$ cat src/rtl/switch_debounce_pulse.sv
// Push-button conditioner: two-flop synchroniser, counter debounce, registered
// press/release pulses and an optional auto-repeat while the button is held.
module switch_debounce_pulse #(
  parameter int DEBOUNCE_LIMIT = 250000,
  parameter int REPEAT_EN      = 1,
  parameter int HOLD_LIMIT     = 12500000,
  parameter int REPEAT_PERIOD  = 2500000
) (
  input  logic i_Clk,
  input  logic i_Reset,
  input  logic i_Switch,
  output logic o_Level,
  output logic o_Press,
  output logic o_Release,
  output logic o_Hold
);

  localparam int DW = (DEBOUNCE_LIMIT > 1) ? $clog2(DEBOUNCE_LIMIT) : 1;
  localparam int HW = (HOLD_LIMIT > 1) ? $clog2(HOLD_LIMIT) : 1;
  localparam int RW = (REPEAT_PERIOD > 1) ? $clog2(REPEAT_PERIOD) : 1;

  localparam logic [DW-1:0] DLAST = DW'(DEBOUNCE_LIMIT - 1);
  localparam logic [HW-1:0] HLAST = HW'(HOLD_LIMIT - 1);
  localparam logic [RW-1:0] RLAST = RW'(REPEAT_PERIOD - 1);

  typedef enum logic [1:0] {
    IDLE    = 2'd0,
    PRESSED = 2'd1,
    REPEAT  = 2'd2
  } state_t;

  logic          sync1_q, sync2_q;
  logic          level_q, level_d;
  logic [DW-1:0] dcnt_q, dcnt_d;
  state_t        state_q, state_d;
  logic [HW-1:0] hcnt_q, hcnt_d;
  logic [RW-1:0] rcnt_q, rcnt_d;
  logic          press_q, press_d;
  logic          release_q, release_d;
  logic          hold_q, hold_d;
  logic          rise, fall;

  // The level only follows the synchronised input after DEBOUNCE_LIMIT
  // consecutive disagreeing samples; any agreeing sample restarts the count.
  always_comb begin
    level_d = level_q;
    dcnt_d  = '0;
    if (sync2_q != level_q) begin
      if (dcnt_q == DLAST) begin
        level_d = sync2_q;
      end else begin
        dcnt_d = dcnt_q + 1'b1;
      end
    end
  end

  assign rise = level_d & ~level_q;
  assign fall = ~level_d & level_q;

  // Edge pulses are computed from level_d so they line up with the first
  // cycle the new level is visible; a fall overrides any repeat due that cycle.
  always_comb begin
    state_d   = state_q;
    hcnt_d    = hcnt_q;
    rcnt_d    = rcnt_q;
    press_d   = 1'b0;
    release_d = 1'b0;
    if (fall) begin
      state_d   = IDLE;
      hcnt_d    = '0;
      rcnt_d    = '0;
      release_d = 1'b1;
    end else begin
      case (state_q)
        IDLE: begin
          if (rise) begin
            state_d = PRESSED;
            hcnt_d  = '0;
            rcnt_d  = '0;
            press_d = 1'b1;
          end
        end
        PRESSED: begin
          if (hcnt_q == HLAST) begin
            if (REPEAT_EN != 0) begin
              state_d = REPEAT;
              rcnt_d  = '0;
              press_d = 1'b1;
            end
          end else begin
            hcnt_d = hcnt_q + 1'b1;
          end
        end
        REPEAT: begin
          if (rcnt_q == RLAST) begin
            rcnt_d  = '0;
            press_d = 1'b1;
          end else begin
            rcnt_d = rcnt_q + 1'b1;
          end
        end
        default: begin
          state_d = IDLE;
          hcnt_d  = '0;
          rcnt_d  = '0;
        end
      endcase
    end
    hold_d = (state_d == REPEAT);
  end

  always_ff @(posedge i_Clk or posedge i_Reset) begin
    if (i_Reset) begin
      sync1_q   <= 1'b0;
      sync2_q   <= 1'b0;
      level_q   <= 1'b0;
      dcnt_q    <= '0;
      state_q   <= IDLE;
      hcnt_q    <= '0;
      rcnt_q    <= '0;
      press_q   <= 1'b0;
      release_q <= 1'b0;
      hold_q    <= 1'b0;
    end else begin
      sync1_q   <= i_Switch;
      sync2_q   <= sync1_q;
      level_q   <= level_d;
      dcnt_q    <= dcnt_d;
      state_q   <= state_d;
      hcnt_q    <= hcnt_d;
      rcnt_q    <= rcnt_d;
      press_q   <= press_d;
      release_q <= release_d;
      hold_q    <= hold_d;
    end
  end

  assign o_Level   = level_q;
  assign o_Press   = press_q;
  assign o_Release = release_q;
  assign o_Hold    = hold_q;

endmodule

$ cat config.mk
export PLATFORM = sky130hd
export DESIGN_NAME = switch_debounce_pulse
export DESIGN_NICKNAME = d
export VERILOG_FILES = /design/src/rtl/switch_debounce_pulse.sv
export SDC_FILE = /design/constraint.sdc
export NUM_CORES = 1
export LEC_CHECK = 0
export ABC_AREA = 1
export CAP_MARGIN = 20
export CORE_MARGIN = 3
export CORE_UTILIZATION = 65
export CTS_BUF_LIST = sky130_fd_sc_hd__clkbuf_4
export DETAILED_ROUTE_END_ITERATION = 10
export PLACE_DENSITY = 0.86
export SETUP_SLACK_MARGIN = 0.4
export SLEW_MARGIN = 0
export SYNTH_ARGS = -nofsm -noshare
export SYNTH_HDL_FRONTEND = slang
export SYNTH_SLANG_ARGS = --single-unit
$ cat constraint.sdc
create_clock -name i_Clk -period 3.3 [get_ports i_Clk]
set_clock_uncertainty 0.1 [all_clocks]
set_input_delay 0.33 -clock i_Clk [delete_from_list [all_inputs] [get_ports i_Clk]]
set_output_delay 0.33 -clock i_Clk [all_outputs]
set_load 0.01 [all_outputs]
======== Word-level counts from Yosys, hierarchy flattened ========
Index checks and enable logic that the tools add are counted.
word-level totals
  output and inout bits ................... 4
  word-level logic and storage cells ...... 54
  bits of input ports ..................... 3
  flip-flop bits (word level) ............. 72
cells by class
  equal/unequal tests ..................... 11
  bitwise gates (word level) .............. 4
  reduce and logical (&&, ||, !) cells .... 3
  mux-type cells .......................... 23
  add/subtract/negate cells ............... 3
operator list
  cell                                                                   number
  22-bit two-way mux                                                     4
  24-bit two-way mux                                                     3
  24-bit case mux with 3 select lines                                    1
  22-bit case mux with 3 select lines                                    1
  18-bit two-way mux                                                     2
  24-bit by 1-bit adder with 24-bit output, second input constant        1
  24-bit equality test, second input constant                            1
  22-bit by 1-bit adder with 22-bit output, second input constant        1
  22-bit equality test, second input constant                            1
  18-bit by 1-bit adder with 18-bit output, second input constant        1
  18-bit equality test, second input constant                            1
  3-bit inequality test, second input constant                           3
  1-bit two-way mux                                                      7
  2-bit two-way mux                                                      3
  2-bit case mux with 3 select lines                                     1
  2-bit equality test, second input constant                             2
  1-bit case mux with 3 select lines                                     1
  3-bit AND reduction                                                    1
  1-bit bitwise AND                                                      2
  2-bit by 1-bit equality test with 1-bit output, second input constant  1
  2-bit logical NOT                                                      1
  2-bit inequality test, second input constant                           1
  1-bit NOT                                                              2
  2-bit AND reduction                                                    1
  1-bit inequality test                                                  1

======== Logic depth before layout (Yosys ltp) ========
Gate-level depths: netlist (run 1).
  depth in word-level cells ............... 8
  gate-level depth with buffers ........... 16
  gate-level depth less buffers ........... 15

======== Worst setup path before layout (run 1) ========
No wires, ideal clock.
  kind .................................... flip-flop to flip-flop
  start ................................... reg dcnt_q[0]
  end ..................................... reg hcnt_q[11]
  data arrival time ....................... 2.301 ns
  required time ........................... 3.084 ns
  setup slack ............................. 0.782 ns
  cell stages (with the launch flop) ...... 17
  buffers on the path ..................... 1
  setup time .............................. 0.116 ns
  path through ............................ dfrtp_1 ha_1 nand2_1 nor2_2 inv_2 nor4_1 nand2_1 o21ai_0 inv_1 ha_1 nor2_4 nand4_4 nand3_4 inv_2 buf_6 nand2_1 nand2_1
on the way
  longest elaborated chain between the ends .. 7
  elaborated cells on any way between the ends .. 11
  those cells by class .................... eq/ne (4); mux (3); bitwise (3); reduce/logical (1)
RTL lines
  item                                                                      RTL line  text
  from (decl)                                                               34        logic [DW-1:0] dcnt_q, dcnt_d;
  from (signal assigned)                                                    128       dcnt_q <= dcnt_d;
  18-bit equality test (*)                                                  49        if (dcnt_q == DLAST) begin
  1-bit two-way mux (*)                                                     49
  1-bit two-way mux (*)                                                     48        if (sync2_q != level_q) begin
  via level_d                                                               33        logic level_q, level_d;
  1-bit NOT (*)                                                             58        assign fall = ~level_d & level_q;
  1-bit bitwise AND (*)                                                     58
  via fall                                                                  41        logic rise, fall;
  3-bit inequality test (no line) or 2-bit inequality test (tied branches)  -
  3-bit AND reduction (no line)                                             -
  to (signal assigned)                                                      130       hcnt_q <= hcnt_d;
  to (decl)                                                                 36        logic [HW-1:0] hcnt_q, hcnt_d;
The timed path passes the listed nets; every way through them passes the cells marked *.
A chain may end at the register's enable or synchronous reset.

======== Worst setup path in the final report (run 1) ========
  start ................................... reg dcnt_q[0]
  end ..................................... reg hcnt_q[0]
Same word-level chain as after synthesis.

==> metrics.txt, run 1 <==
status=finished, final reports clean; Layout area overhead=9.66%; post-route ant nets=0; wire per inst=14.9 um; Fmax=368 MHz; flop2flop setup slack=0.58 ns; Max FO, Critical Path=6; fin util=0.761; area leader, netlist=dfrtp_1; top cells by count, synth=200 x nand2_1, 105 x nor2_1, 80 x inv_1; Leak=2.22 nW; CP max stage delay=0.40 ns; Slowest-stage cell, CP=dfrtp_1; max-cap violations=0; Total Power=1.65 mW; number of setup violations in the final report=0; Hold WC Path Type=primary input to asynchronous set/reset pin; cells along the critical path=ha_1, nand2_1, nor2_4, inv_2, nor4_1, nand2_1, o21ai_0, inv_1, ha_2, nor2_4, nand4_4, nand3_4, buf_4, nand2_1, o21ai_1; via count=4609; Die Y=90.0 um; largest net degree at the start of global routing=39; worst-skew pair later-pin latency=0.44 ns; delay-heaviest family, CP=simple AND/OR/NAND/NOR gates; Detailed Routing Iterations Pass 1=7; # diodes=0; core area=6600 um^2; chip width=90.0 um; drt first-iter violations=500; IO Count=7; clock sink total=72; antenna violations before repair=0; worst reg2reg path depth=15; Startpoint Class=register; TritonCTS clock tree=yes; Worst Path Buf+Inv=3; max-slew violation count=0; worst path arrival time=2.97 ns; required time worst endpoint=3.55 ns; Final Hold Fails=0; clock-pin slew on the worst setup and hold paths=0.14 ns; CP endpoint kind=register; largest cells by area after synthesis=dfrtp_1 39%, nand2_1 16%, nor2_1 8.6%; Final HPWL DP=8370 um; Row Count=29; final WL=11800 um; area of the mapped netlist=4590 um^2; Longest Clk Path Bufs=2; pwr dens=328 nW/um^2; TNS Setup=0 ns; Vias per Instance=5.85; register area=1800 um^2; grt ovf=0; Starting Density=0.694; Synth Register Bits=72; FFs w/ async S/R, synth=1.00; Worst-Margin Slew=0.749 ns; fraction of layout instances using a drive strength above 1=0.0935; vias in the first global route=4253; nets=698; Post-synth EDFFs=0; top cell type's share of synthesized area=0.393; clk root buf=clkbuf_4; Final Cell Area=5030 um^2; Slew HR=0.500; PortBufs=6; reg-to-reg endpoint=hcnt_q[0]$_DFFE_PP0P_; Die Footprint=8100 um^2; H-tree depth=3; CP startpoint=dcnt_q[0]$_DFF_PP0_; drt drc=0; Synth Flop Type=dfrtp_1; crit-path most repeated cell=nand2_1; RR Startpoint=dcnt_q[0]$_DFF_PP0_; Fill cells=515; syn_area_per_cell=6.81 um^2; Cell variety after synth=40; peak supply drop=0.269 mV; CTS Buf Count=9; RD Place Congestion=1.02; final period utilization=0.824; global-route wire length before repair=20200 um; cts hold-fix bufs=0; most frequent cell after synthesis=nand2_1; area of the multi-input gates=2410 um^2; cell area after placement=4720 um^2; Gate Count Post-Synth=673; fin crit period=2.72 ns; Mapped Nets=681; Ys Warns=0; RSZ-0062 raised after global routing=yes; total track usage=0.303; WS Path Type=register to register; register area share after synthesis=0.393
==> worst register-to-register path, delay by kind of cell, from the launching register on <==
family	cells	cell delay (ns)
AND/OR/NAND/NOR	8	1.20
adder cells (fa/ha/maj)	2	0.42
flip-flops	1	0.40
buffers and inverters	3	0.29
AO/OA/AOI/OAI	2	0.23
==> layer usage <==
| metal | share of wire | global-route usage |
|---|---|---|
| met3 | 0.091 | 0.0593 |
| met2 | 0.46 | 0.482 |
| met4 | 0.020 | 0.0906 |
| met1 | 0.43 | 0.422 |
| met5 | 0 | 0 |
==> worst max-delay path by stage <==
| stage | end | slack, ns | cells past startpoint |
|---|---|---|---|
| final | hcnt_q[0]$_DFFE_PP0P_ | 0.58 | 15 |
| after global placement | rcnt_q[12]$_DFFE_PP0P_ | 0.41 | 14 |
| after detailed placement | hcnt_q[4]$_DFFE_PP0P_ | 0.27 | 13 |
| after floorplan | hcnt_q[11]$_DFFE_PP0P_ | 0.78 | 16 |
| after global routing | hcnt_q[14]$_DFFE_PP0P_ | 0.38 | 13 |
| after CTS | hcnt_q[4]$_DFFE_PP0P_ | 0.42 | 14 |
==> cells by family after synthesis <==
family                     count (synthesis)  synth area share
buffers and inverters                    100            0.0895
DFF                                       72             0.393
and+or+nand+nor                          428             0.413
xor gates and xnor gates                  10            0.0191
AOI/OAI and AO/OA                         58            0.0718
adders and majority gates                  5            0.0136
==> report_power, final <==
part           internal [mW]  total (mW)  switching, mW
Combinational        0.00823      0.0334         0.0252
Clock                  0.384       0.726          0.342
Sequential             0.886       0.889        0.00264
Total                   1.28        1.65          0.370
==> timing repair <==
action / in CTS / in global routing
endpoints found under the setup margin: 31 / 47
gates cloned: 1 / 0
buffers inserted: 5 / 3
gates resized for setup: 4 / 6
pin swaps: 1 / 2
==> cells in the final DEF (no fill, tap or decap), types with 4 or more instances in the layout <==
master / synthesis / final
buf_4: 2 / 11
o21ai_1: 18 / 18
ha_1: 5 / 4
nand3_1: 49 / 49
nor3_1: 14 / 14
xor2_1: 10 / 10
inv_1: 80 / 77
nor2_2: 4 / 4
nand4_1: 36 / 36
clkbuf_4: 0 / 9
clkdlybuf4s50_1: 0 / 6
nand2_1: 200 / 199
or2_2: 4 / 4
a21oi_1: 7 / 7
nor2_1: 105 / 104
dfrtp_1: 72 / 72
nor2_4: 3 / 4
inv_2: 6 / 7
o21ai_0: 20 / 20
==> registers in the layout, summed over array words and instances (netlist names), 2 cells and up <==
register	cells
hcnt_q	24
dcnt_q	18
state_q	2
rcnt_q	22
==> metrics by stage <==
step                      worst slack [ns]  instances  hold slack (ns)
after detailed placement             0.270        763            0.240
after global routing                 0.376        788            0.241
final                                0.582        788            0.219
after global placement               0.406        763            0.241
after floorplan                      0.782        673            0.231
after CTS                            0.419        785            0.244
==> area by class of cell <==
type | count | share of cell area
tap | 93 | 0.0231
clock buffer | 9 | 0.0134
sequential | 72 | 0.358
clock inverter | 7 | 0.0239
timing repair buffer | 19 | 0.0363
multi-input combinational | 502 | 0.479
inverter | 86 | 0.0659
(Power assumes the default switching activity.)
==> run 2, diff against run 1 <==
--- a/config.mk
+++ b/config.mk
@@ -8,10 +8,10 @@
 export ABC_AREA = 1
 export CAP_MARGIN = 20
 export CORE_MARGIN = 3
-export CORE_UTILIZATION = 65
+export CORE_UTILIZATION = 59
 export CTS_BUF_LIST = sky130_fd_sc_hd__clkbuf_4
 export DETAILED_ROUTE_END_ITERATION = 10
-export PLACE_DENSITY = 0.86
+export PLACE_DENSITY = 0.83
 export SETUP_SLACK_MARGIN = 0.4
 export SLEW_MARGIN = 0
 export SYNTH_ARGS = -nofsm -noshare
==> constraint.sdc (replaced) <==
create_clock -name i_Clk -period 2.49 [get_ports i_Clk]
set_clock_uncertainty 0.1 [all_clocks]
set_input_delay 0.249 -clock i_Clk [delete_from_list [all_inputs] [get_ports i_Clk]]
set_output_delay 0.249 -clock i_Clk [all_outputs]
set_load 0.01 [all_outputs]
==> run 2 against run 1 <==
Core utilization fell by 3.8 points. Total power increased by 23%. Maximum frequency increased by 12%. Clock-buffer cell count is the same. Final area increased by 6.6%. First-iteration DRC count down 26%. Worst hold slack got worse by 0.13 ns. Combinational power rose by 56%. Cell count is 4.2% higher. Sequential power rose by 33%.
==> metrics.txt, run 2 (synthesized netlist as in run 1, its figures left out) <==
Longest Clk Path Bufs=2; Worst-Margin Slew=0.679 ns; max FFs per register=24; post-route ant nets=0; drt first-iter violations=372; Die Y=94.2 um; IO Count=7; fin crit period=2.44 ns; largest net degree at the start of global routing=50; number of setup violations in the final report=0; Vias per Instance=5.66; TritonCTS clock tree=yes; total track usage=0.291; Hold WC Path Type=primary input to asynchronous set/reset pin; largest registers=hcnt_q: 24 flops, rcnt_q: 22 flops, dcnt_q: 18 flops; WS Path Type=register to register; max-cap violations=0; worst-skew pair later-pin latency=0.43 ns; Fmax=411 MHz; chip width=94.2 um; # diodes=0; Final HPWL DP=8380 um; flop2flop setup slack=0.05 ns; CP endpoint kind=register; max-slew violation count=0; most frequent cells in the layout=190 x nand2_1, 102 x nor2_1, 76 x inv_1; fraction of layout instances using a drive strength above 1=0.157; status=finished, final reports clean; Layout area overhead=16.9%; Top reg by flops=hcnt_q; Max FO, Critical Path=5; RSZ-0062 raised after global routing=yes; final WL=12500 um; final period utilization=0.978; core area=7410 um^2; wire per inst=15.2 um; clk root buf=clkbuf_4; Die Footprint=8870 um^2; cts hold-fix bufs=0; nets=725; PortBufs=6; required time worst endpoint=2.72 ns; grt ovf=0; via count=4649; vias in the first global route=4411; clock sink total=72; Final Hold Fails=0; peak supply drop=0.251 mV; most common cell after layout, fill and taps aside=nand2_1; Leak=2.42 nW; Startpoint Class=register; clock-pin slew on the worst setup and hold paths=0.15 ns; antenna violations before repair=0; drt drc=0; Fill cells=595; worst hold slack=0.0908 ns; worst path arrival time=2.67 ns; Detailed Routing Iterations Pass 1=7; fin util=0.724; H-tree depth=3; RD Place Congestion=0.966; pwr dens=378 nW/um^2; Row Count=31; Slew HR=0.547; CTS Buf Count=9; global-route wire length before repair=20400 um; Starting Density=0.619
run 2: cell count changes in the layout (fill, tap and decap cells not counted), moves of 2 or more:
cell,delta
buf_6,+6
bufinv_16,-2
buf_4,+18
inv_6,+2
nand2_1,-9
nand2_2,+7
nor2_1,-2
o21ai_0,-8
o21ai_2,+5
nor2_2,+2
o21ai_1,+3
buf_16,+2
run 2: path summary, 6_finish.rpt:
kind | start | endpoint | cells after the start
min in group i_Clk | i_Switch | sync1_q$_DFF_PP0_ | 1
max reg2reg | dcnt_q[9]$_DFF_PP0_ | rcnt_q[14]$_DFFE_PP0P_ | 12
max | dcnt_q[9]$_DFF_PP0_ | rcnt_q[14]$_DFFE_PP0P_ | 12
min | i_Reset | rcnt_q[8]$_DFFE_PP0P_ | 2
min reg2reg | sync1_q$_DFF_PP0_ | sync2_q$_DFF_PP0_ | 0
max in group asynchronous | i_Reset | hcnt_q[5]$_DFFE_PP0P_ | 3
run 2: what timing repair did:
item                                    4_1_cts  5_1_grt
gates resized for setup                      24       20
pin swaps                                     6        7
endpoints found under the setup margin       47       51
setup buffers                                11       11
cloned                                        5        0
run 2: stage by stage:
step	setup WS (ns)	setup TNS (ns)	instances	area [um^2]	power (mW)
floorplan	0.263	0	673	4630	1.23
global placement	0.0867	0	778	4860	1.25
detailed placement	0.0397	0	778	4860	1.25
CTS	0.0787	0	810	5230	2.03
global route	-0.0414	-0.291	821	5360	2.09
finish	0.0545	0	821	5360	2.03
run 2: where the power goes:
part	internal [mW]	switching (mW)
Clock	0.315	0.481
Combinational	0.0160	0.0360
Sequential	1.17	0.00382
run 2: routing by layer:
metal  global-route usage  up-vias  wire length [um]
met5                    0        -                 0
met4                0.114        0               377
met3               0.0569       46               849
met2                0.493      205              6180
met1                0.365     2141              5090
li1                     -     2257                 -
run 2: area by class of cell:
| cell class | count | area, um^2 | share of cell area |
|---|---|---|---|
| clock buffer | 9 | 67.6 | 0.0126 |
| clock inverter | 7 | 77.6 | 0.0145 |
| inverter | 86 | 334 | 0.0623 |
| multi-input combinational | 501 | 2490 | 0.465 |
| sequential | 72 | 1800 | 0.336 |
| tap | 99 | 124 | 0.0231 |
| timing repair buffer | 47 | 465 | 0.0868 |
run 2: critical path, stage by stage, from the launching register on:
cell and delay [ns]:
dfrtp_1 0.44, nor2_2 0.15, nand4_1 0.16, nor4_4 0.33, buf_4 0.17, o21ai_2 0.07, ha_1 0.31, nand2_4 0.14
nand2_8 0.08, buf_4 0.16, buf_16 0.13, nand2_1 0.05, nand2_1 0.05
